File: src/rtl/sysid_check_ctrl_if.sv
// Avalon-MM read channel between the sysid checker (master) and the sysid slave.
//   avm_address  : word select, 0 = ID word, 1 = timestamp word
//   avm_read     : one-cycle read strobe
//   avm_readdata : 32-bit read data returned by the slave
interface sysid_check_ctrl_if;
  logic        avm_address;
  logic        avm_read;
  logic [31:0] avm_readdata;

  modport master (
    output avm_address,
    output avm_read,
    input  avm_readdata
  );

  modport slave (
    input  avm_address,
    input  avm_read,
    output avm_readdata
  );
endinterface

File: src/rtl/sysid_check_ctrl.sv
// System ID checker: reads the sysid ID word (address 0) and then the timestamp word
// (address 1) over Avalon-MM, compares both with build-time values and reports the
// result to boot firmware / status LEDs. Optional periodic re-check.
//
// Ports:
//   clock, reset_n : system clock, synchronous active-low reset
//   start          : one-cycle request to begin a check (ignored while busy)
//   clear_errcnt   : zeroes err_count (wins over a same-cycle increment)
//   avm            : Avalon-MM master port (address, read, readdata)
//   busy           : high in every state except idle
//   done           : one-cycle pulse when a check completes
//   pass / fail    : result of the last completed check
//   id_value       : captured address-0 word
//   ts_value       : captured address-1 word
//   err_count      : saturating count of failed checks
module sysid_check_ctrl #(
  parameter logic [31:0] EXPECTED_ID        = 32'd0,
  parameter logic [31:0] EXPECTED_TIMESTAMP = 32'd1480283514,
  parameter int unsigned READ_LATENCY       = 0,
  parameter int unsigned PERIOD             = 0
) (
  input  logic                 clock,
  input  logic                 reset_n,
  input  logic                 start,
  input  logic                 clear_errcnt,
  sysid_check_ctrl_if.master   avm,
  output logic                 busy,
  output logic                 done,
  output logic                 pass,
  output logic                 fail,
  output logic [31:0]          id_value,
  output logic [31:0]          ts_value,
  output logic [7:0]           err_count
);

  localparam logic [2:0] StIdle = 3'd0;
  localparam logic [2:0] StRdId = 3'd1;
  localparam logic [2:0] StWtId = 3'd2;
  localparam logic [2:0] StRdTs = 3'd3;
  localparam logic [2:0] StWtTs = 3'd4;
  localparam logic [2:0] StCmp  = 3'd5;
  localparam logic [2:0] StHold = 3'd6;

  localparam int unsigned PW       = (PERIOD > 1) ? $clog2(PERIOD) : 1;
  localparam logic [PW-1:0] PER_LAST = PW'(PERIOD - 1);
  localparam logic [PW-1:0] PER_ONE  = PW'(1);
  localparam logic [2:0]    LAT_LAST = 3'(READ_LATENCY);

  logic [2:0]    state_q, state_d;
  logic [2:0]    wait_q, wait_d;
  logic [PW-1:0] per_q, per_d;
  logic          addr_q, addr_d;
  logic [31:0]   id_q, id_d;
  logic [31:0]   ts_q, ts_d;
  logic          pass_q, pass_d;
  logic          fail_q, fail_d;
  logic [7:0]    err_q, err_d;

  // Period expiry only matters when periodic re-check is enabled.
  logic per_expired;
  assign per_expired = (PERIOD != 0) && (per_q == PER_LAST);

  always_comb begin
    state_d = state_q;
    wait_d  = wait_q;
    per_d   = per_q;
    addr_d  = addr_q;
    id_d    = id_q;
    ts_d    = ts_q;
    pass_d  = pass_q;
    fail_d  = fail_q;
    err_d   = err_q;

    if (clear_errcnt) begin
      err_d = 8'd0;
    end

    unique case (state_q)
      StIdle: begin
        // A start coinciding with expiry still launches just one check.
        if (start || per_expired) begin
          state_d = StRdId;
          addr_d  = 1'b0;
          per_d   = '0;
        end else if (PERIOD != 0) begin
          per_d = per_q + PER_ONE;
        end
      end
      StRdId: begin
        if (READ_LATENCY == 0) begin
          id_d    = avm.avm_readdata;
          state_d = StRdTs;
          addr_d  = 1'b1;
        end else begin
          wait_d  = 3'd1;
          state_d = StWtId;
        end
      end
      StWtId: begin
        if (wait_q == LAT_LAST) begin
          id_d    = avm.avm_readdata;
          state_d = StRdTs;
          addr_d  = 1'b1;
        end else begin
          wait_d = wait_q + 3'd1;
        end
      end
      StRdTs: begin
        if (READ_LATENCY == 0) begin
          ts_d    = avm.avm_readdata;
          state_d = StCmp;
        end else begin
          wait_d  = 3'd1;
          state_d = StWtTs;
        end
      end
      StWtTs: begin
        if (wait_q == LAT_LAST) begin
          ts_d    = avm.avm_readdata;
          state_d = StCmp;
        end else begin
          wait_d = wait_q + 3'd1;
        end
      end
      StCmp: begin
        if ((id_q == EXPECTED_ID) && (ts_q == EXPECTED_TIMESTAMP)) begin
          pass_d = 1'b1;
          fail_d = 1'b0;
        end else begin
          pass_d = 1'b0;
          fail_d = 1'b1;
          if (!clear_errcnt && (err_q != 8'hFF)) begin
            err_d = err_q + 8'd1;
          end
        end
        state_d = StHold;
      end
      StHold: begin
        per_d   = '0;
        state_d = StIdle;
      end
      default: begin
        state_d = StIdle;
      end
    endcase
  end

  always_ff @(posedge clock) begin
    if (!reset_n) begin
      state_q <= StIdle;
      wait_q  <= 3'd0;
      per_q   <= '0;
      addr_q  <= 1'b0;
      id_q    <= 32'd0;
      ts_q    <= 32'd0;
      pass_q  <= 1'b0;
      fail_q  <= 1'b0;
      err_q   <= 8'd0;
    end else begin
      state_q <= state_d;
      wait_q  <= wait_d;
      per_q   <= per_d;
      addr_q  <= addr_d;
      id_q    <= id_d;
      ts_q    <= ts_d;
      pass_q  <= pass_d;
      fail_q  <= fail_d;
      err_q   <= err_d;
    end
  end

  assign avm.avm_read    = (state_q == StRdId) || (state_q == StRdTs);
  // Address is registered so it holds its last value between strobes.
  assign avm.avm_address = addr_q;
  assign busy            = (state_q != StIdle);
  assign done            = (state_q == StHold);
  assign pass            = pass_q;
  assign fail            = fail_q;
  assign id_value        = id_q;
  assign ts_value        = ts_q;
  assign err_count       = err_q;

endmodule
File: src/flat_wrapper.sv
// flat-port wrapper written by rule: the top's interface ports become plain ports
module sysid_check_ctrl_flat 
#(
  parameter logic [31:0] EXPECTED_ID        = 32'd0,
  parameter logic [31:0] EXPECTED_TIMESTAMP = 32'd1480283514,
  parameter int unsigned READ_LATENCY       = 0,
  parameter int unsigned PERIOD             = 0
)
  (clock, reset_n, start, clear_errcnt, busy, done, pass, fail, id_value, ts_value, err_count, avm_avm_address, avm_avm_read, avm_avm_readdata);
  sysid_check_ctrl_if avm_i ();
  input  logic clock;
  input  logic reset_n;
  input  logic start;
  input  logic clear_errcnt;
  output logic busy;
  output logic done;
  output logic pass;
  output logic fail;
  output logic [31:0] id_value;
  output logic [31:0] ts_value;
  output logic [7:0] err_count;
  output wire logic [$bits(avm_i.avm_address)-1:0] avm_avm_address;
  output wire logic [$bits(avm_i.avm_read)-1:0] avm_avm_read;
  input wire logic [$bits(avm_i.avm_readdata)-1:0] avm_avm_readdata;
  assign avm_avm_address = avm_i.avm_address;
  assign avm_avm_read = avm_i.avm_read;
  assign avm_i.avm_readdata = avm_avm_readdata;
  sysid_check_ctrl #(.EXPECTED_ID(EXPECTED_ID), .EXPECTED_TIMESTAMP(EXPECTED_TIMESTAMP), .READ_LATENCY(READ_LATENCY), .PERIOD(PERIOD)) u_core (.clock(clock), .reset_n(reset_n), .start(start), .clear_errcnt(clear_errcnt), .avm(avm_i), .busy(busy), .done(done), .pass(pass), .fail(fail), .id_value(id_value), .ts_value(ts_value), .err_count(err_count));
endmodule
File: config.mk
export PLATFORM = sky130hd
export DESIGN_NAME = sysid_check_ctrl_flat
export DESIGN_NICKNAME = d
export VERILOG_FILES = /design/src/rtl/sysid_check_ctrl_if.sv /design/src/rtl/sysid_check_ctrl.sv /design/src/flat_wrapper.sv
export SDC_FILE = /design/constraint.sdc
export NUM_CORES = 1
export LEC_CHECK = 0
export ABC_CLOCK_PERIOD_IN_PS = 2300
export CAP_MARGIN = 40
export CORE_AREA = 2 2 124 102
export CTS_CLUSTER_DIAMETER = 30
export CTS_CLUSTER_SIZE = 10
export DETAILED_ROUTE_END_ITERATION = 12
export DIE_AREA = 0 0 126 104
export PLACE_DENSITY_LB_ADDON = 0.1
export SYNTH_ARGS = -nofsm -noshare
export SYNTH_HDL_FRONTEND = slang
export SYNTH_SLANG_ARGS = --single-unit
File: constraint.sdc
create_clock -name clock -period 2.3 [get_ports clock]
set_input_delay 0.23 -clock clock [delete_from_list [all_inputs] [get_ports clock]]
set_output_delay 0.23 -clock clock [all_outputs]
set_load 0.005 [all_outputs]
* Yosys cells after proc, flatten, opt, wreduce, memory -nomap -nowiden
Cells that the tools add are included.
Storage, ports and cells: register bits 81, bits in latches 0, memory bits (writable) 0, ROM bits 0, output and inout bits 78, logic and storage cells 55, memories 0
Operators by class: add/subtract/negate cells 2, $mul 0, div/mod/pow operators 0, $lt $le $gt $ge 0, equality and inequality tests 11, shift-type cells 0, mux-type cells 16, bitwise gates (word level) 1, reduce and logical (&&, ||, !) cells 17
Operator list (number):
- $pmux 32 s2 | 2
- $eq 32x31->1 const B | 1
- $logic_not 32->1 | 1
- $mux 32 | 1
- $mux 8 | 4
- $pmux 3 s6 | 1
- $eq 3x3->1 const B | 3
- $mux 3 | 3
- $add 8x1->8 const B | 1
- $ne 8x8->1 const B | 1
- $eq 3x2->1 const B | 2
- $logic_not 3->1 | 2
- $reduce_and 2->1 | 3
- $reduce_and 3->1 | 2
- $reduce_bool 3->1 | 2
- $mux 1 | 4
- $ne 2x1->1 const B | 2
- $reduce_bool 2->1 | 2
- $add 3x1->3 const B | 1
- $eq 3x1->1 const B | 1
- $pmux 1 s3 | 1
- $logic_and 1x1->1 | 2
- $ne 2x2->1 const B | 1
- $reduce_or 2->1 | 1
- other kinds (3) | 3

* Logic depth before layout (Yosys ltp)
depth after elaboration 5, depth in mapped cells 9, depth with buffers taken out 7

* Worst setup path before layout
No wires, ideal clock.
kind register to register, start point register u_core.err_q[0], in the netlist u_core.err_count[0], end point register u_core.err_q[5], in the netlist u_core.err_count[5], arrival 1.688 ns, slack 0.542 ns, cell stages (with the launch flop) 6, buffers on the path 0, clock period less this slack 1.758 ns, path through dfxtp_1 -> ha_1 -> and4_1 -> a41o_1 -> or4_1 -> a21oi_1
On the way: word-level cells in the longest chain between the ends 5, elaborated cells on any way between the ends 6
RTL lines:
- start, declared | RTL line sysid_check_ctrl.sv:57 | logic [7:0] err_q, err_d;
- start signal, assigned | RTL line sysid_check_ctrl.sv:168 | err_q <= err_d;
- branches (longest 2 deep; another with $add 8x1->8)
- $mux 8 * | RTL line sysid_check_ctrl.sv:132 | if (!clear_errcnt && (err_q != 8'hFF)) begin
- $mux 8 * | RTL line sysid_check_ctrl.sv:126 | if ((id_q == EXPECTED_ID) && (ts_q == EXPECTED_TIMESTAMP)) begin
- $mux 8 * | RTL line sysid_check_ctrl.sv:78 | unique case (state_q)
Mark *: on every way between the ends. A chain may end at the register's enable or synchronous reset.

* Final worst setup path
start point register u_core.state_q[1], end point output done
On the way: word-level cells in the longest chain between the ends 1
RTL lines:
- start, declared | RTL line sysid_check_ctrl.sv:49 | logic [2:0] state_q, state_d;
- start signal, assigned | RTL line sysid_check_ctrl.sv:150 | state_q <= StIdle;
- start signal, assigned | RTL line sysid_check_ctrl.sv:160 | state_q <= state_d;
- $eq 3x3->1 | RTL line sysid_check_ctrl.sv:176 | assign done = (state_q == StHold);
- end, declared | RTL line flat_wrapper.sv:16 | output logic done;
No other way between the ends.

==> metrics list <==
* Outcome: complete, no violations
- TritonRoute pass-1 iters: 4
* Total of cells resized after clock tree synthesis: 0
- Area of the mapped netlist: approximately 3500 µm²
- Wire length of the first global-routing pass: 16.8 mm
- The tree is rooted in a sky130_fd_sc_hd__clkbuf_16.
- Register cell area after layout: 1620 µm²
* Critical path peak fanout: 11
- The share of the Yosys chip area taken by registers is 0.468.
* Per-cell via count in the routed design: 4.76
- Placed cell areas: 4730 µm²
* Synth async-reset ratio: 0
* Biggest area consumer among synthesized cells: sky130_fd_sc_hd__dfxtp_1
- Worst IR drop on VDD: 0.327 mV
- The total count of max-transition violations in the final report was 0.
* Endpoint class of the critical path: primary output
* Period Utilization, post-route: 0.887
- By area, the combinational part of the netlist is dominated by simple AND/OR/NAND/NOR gates.
- Tightest Hold Check Type: primary input to flop
- Headroom to the max-slew limit: 0.650
* Reported net switching power: around 0.94 mW
- For this configuration, the core starts out at a cell density of 0.291.
* DRC violation count after routing: 0
- For this run, the number of standard cells in the final layout without fillers is 663.
* Number of violations of the max-capacitance limit: 0
* Path type of the worst setup path: flop to primary output
* Placeable core area: 11,900 µm²
- In this run the mean area of a mapped cell was 8.62 µm².
- The floorplan step set the die height to 104 µm.
- Peak Freq: 490 MHz
- The portion of synthesized area spent on multiplexers is 0.00578.
- Of the cells placed in the final design, the portion with a size suffix greater than 1 is 0.0607.
- OpenSTA, run right after detailed placement, puts the worst setup slack at 0.308 ns.
* Top_reg_cell synth: sky130_fd_sc_hd__dfxtp_1
- After clock tree synthesis, the setup repair step added 0 buffers.
- The area growth from synthesis to layout is 44.7%.
* DIE AREA: 13,100 µm²
- Overflow after GRT: 0
- After clock tree synthesis, the clock-pin slew on the worst setup and hold paths is 0.06 ns.
* Post-Synthesis Net Count: 441
- At the pin with the least slew margin, the transition time is about 0.52 ns.
- For this run, the total global-route usage over all layers was measured as 0.164.
- Multi-input gate area: 1720 µm²
- Finished Cell Area: ~5000 µm²
* Number of global-route vias before repair: 3,099
- During synthesis, Yosys emitted a total of 0 warnings.
- Number of fillers in the final layout: 1,240
- The detailed router placed between 3k and 4k vias in this run.
* Data required time at the worst endpoint: 2.07 ns
* Ratio of total power to cell area: between 700 and 800 nW/µm²
- The complex-gate fraction of the synthesized area is 0.189.
* Min setup slack post-route: ~0.26 ns
* Post-route minimum period: approximately 2.0 ns
- Count of routing violations after the opening detailed-route iteration: between 150 and 200
- Leak pwr: 1.76 nW
- Kind of start point of the critical path: flop
- Clock Path Buffers: 2
- In the final design database the tool counted 546 nets.
- The congestion estimate from routability-driven global placement came to 0.734.
- Entering global routing, the biggest net connects 50 pins.
- The completed layout was analyzed and its total power is 3.60 mW.
- Antenna violations before repair: 0
- Of the total synthesized cell area, the portion taken by AND, OR, NAND and NOR gates is 0.281.
- Counting every instance in the synthesized netlist gives about 400.
* Switching power as a share of total power: 0.262
- For this design the top-level I/O count stands at 114.
* Num Clock Sinks: 81
* Unrepaired setup endpoints after global routing: no
- Fraction of post-synthesis cell area in the top cell type by area: 0.468
- After synthesis, the netlist uses 44 different library cells.
* Final cell utilization of the core: 0.421
- Of the total power, combinational logic draws 0.175.
* Clock Power Share: 0.381
* Port-buffer cells: 113
* Highest-count cells in the layout ignoring fill and taps: sky130_fd_sc_hd__nand2_1, sky130_fd_sc_hd__clkdlybuf4s50_1, sky130_fd_sc_hd__dfxtp_1, sky130_fd_sc_hd__a21boi_1, sky130_fd_sc_hd__a21boi_0
* Most common cell after layout, fill and taps aside: sky130_fd_sc_hd__nand2_1
- The synthesized design contains 0 enable-type register cells.
- For the worst-skew pair, the clock arrives at the later sink with an insertion delay of approximately 0.34 ns.
- CTS built an H-tree with a depth of 3.
- Of the total synthesized cell area, the portion taken by full adders, half adders and majority gates is 0.0108.
* Crit path arrival time: around 1.8 ns
- Post-route antenna net violation count: 0
- The die is between 100 and 150 µm wide.
- Hold_buf cts: 0
- For the final database, setup skew stands at 0.00699 ns.
* Routed wirelength normalized by instance count: 16.2 µm
- Hold is met by 0.349 ns.
- Yosys attributes the largest share of cell area to sky130_fd_sc_hd__dfxtp_1, sky130_fd_sc_hd__nand2_1, sky130_fd_sc_hd__a21boi_1.
- Detailed placement ended at an HPWL of approximately 7.5 mm.
* TritonCTS clock tree: done
- The final-report hold violation count is 0.
* Accumulated negative setup slack: 0 ns
- Total number of placement rows: 36
- Of the total synthesized cell area, the portion taken by XOR and XNOR cells is 0.00759.
- For this block, the routed nets add up to 10.7 mm of wire.
* Total setup violations reported at the end of the flow: 0
* Synthesis-stage register bit count: 81
* Placed cells: 648
* Diode insertion count for antenna repair: 0
* Sequential power share: 0.444
* Number of buffers created by CTS: 9
* Design internal power: 2.65 mW
layout make-up:
type / count / share of cell area
flip-flops and latches: 81 / 0.324
clock buffers: 13 / 0.0539
multi-input cells: 293 / 0.344
well taps: 152 / 0.0380
inverters: 3 / 0.00225
repair buffers: 119 / 0.236
clock inverters: 2 / 0.00250
metal layers:
metal | routed length [µm] | share of wire | global-route usage
met1 | 5350 | 0.50 | 0.224
met2 | 4700 | 0.44 | 0.250
met3 | 616 | 0.057 | 0.0597
met4 | 74 | 0.0069 | 0.0345
met5 | 0 | 0 | 0
worst max-delay path, stage by stage, from the launching register on:
cell                              delay (ns)
sky130_fd_sc_hd__dfxtp_1                0.55
sky130_fd_sc_hd__nor2b_1                0.28
sky130_fd_sc_hd__and2_1                 0.16
sky130_fd_sc_hd__clkdlybuf4s50_1        0.49
flip-flops by register name, indices dropped and copies added (netlist names):
| name | cells |
|---|---|
| u_core.avm.avm_address | 1 |
| u_core.err_count | 8 |
| u_core.ts_value | 32 |
| u_core.state_q | 3 |
| u_core.id_value | 32 |
| u_core.fail | 1 |
| u_core.wait_q | 3 |
| u_core.pass | 1 |
cell families (layout without fill, tap and decap cells):
kind of cell | after synthesis | after routing
compound gates | 90 | 90
xor+xnor | 3 | 3
fa+ha+maj | 3 | 3
buf+inv | 28 | 137
flops | 81 | 81
mux | 2 | 2
simple gates | 195 | 195
power groups by stage:
stage	clock, mW	sequential [mW]	combinational (mW)
floorplan	0	1.60	0.285
global route	1.48	1.61	0.694
global placement	0	1.62	0.637
finish	1.37	1.60	0.630
CTS	1.41	1.60	0.641
detailed placement	0	1.63	0.639
cell usage after synthesis (2+ instances only):
cell and n:
sky130_fd_sc_hd__nor4bb_1 5, sky130_fd_sc_hd__nand4_1 7, sky130_fd_sc_hd__nand2_1 134, sky130_fd_sc_hd__buf_6 2, sky130_fd_sc_hd__nand3_1 3, sky130_fd_sc_hd__nor4_1 7
sky130_fd_sc_hd__mux2i_1 2, sky130_fd_sc_hd__o21ai_0 3, sky130_fd_sc_hd__ha_1 3, sky130_fd_sc_hd__xnor2_1 3, sky130_fd_sc_hd__inv_1 3, sky130_fd_sc_hd__or4_1 2
sky130_fd_sc_hd__nor2b_1 9, sky130_fd_sc_hd__nor4b_2 3, sky130_fd_sc_hd__buf_2 8, sky130_fd_sc_hd__nor2_1 3, sky130_fd_sc_hd__a21oi_1 7, sky130_fd_sc_hd__clkbuf_1 15
sky130_fd_sc_hd__and4_1 2, sky130_fd_sc_hd__a21boi_1 49, sky130_fd_sc_hd__and2_1 5, sky130_fd_sc_hd__or3_1 5, sky130_fd_sc_hd__o211ai_1 2, sky130_fd_sc_hd__a21boi_0 17
sky130_fd_sc_hd__o21ai_1 4, sky130_fd_sc_hd__dfxtp_1 81
worst paths after layout:
path                            cells after the start  slack (ns)                             start                              to
worst max-delay path                                3        0.26    u_core.state_q[1]$_SDFFE_PN0P_                            done
worst min-delay path                                2        0.35                           reset_n  u_core.state_q[1]$_SDFFE_PN0P_
worst max register to register                      6        0.35  u_core.ts_value[29]$_SDFFE_PN0P_  u_core.err_count[6]$_SDFF_PN0_
worst min register to register                      2        0.45          u_core.pass$_SDFFE_PN0N_        u_core.pass$_SDFFE_PN0N_
No activity file was read; power rests on OpenSTA's default activity.
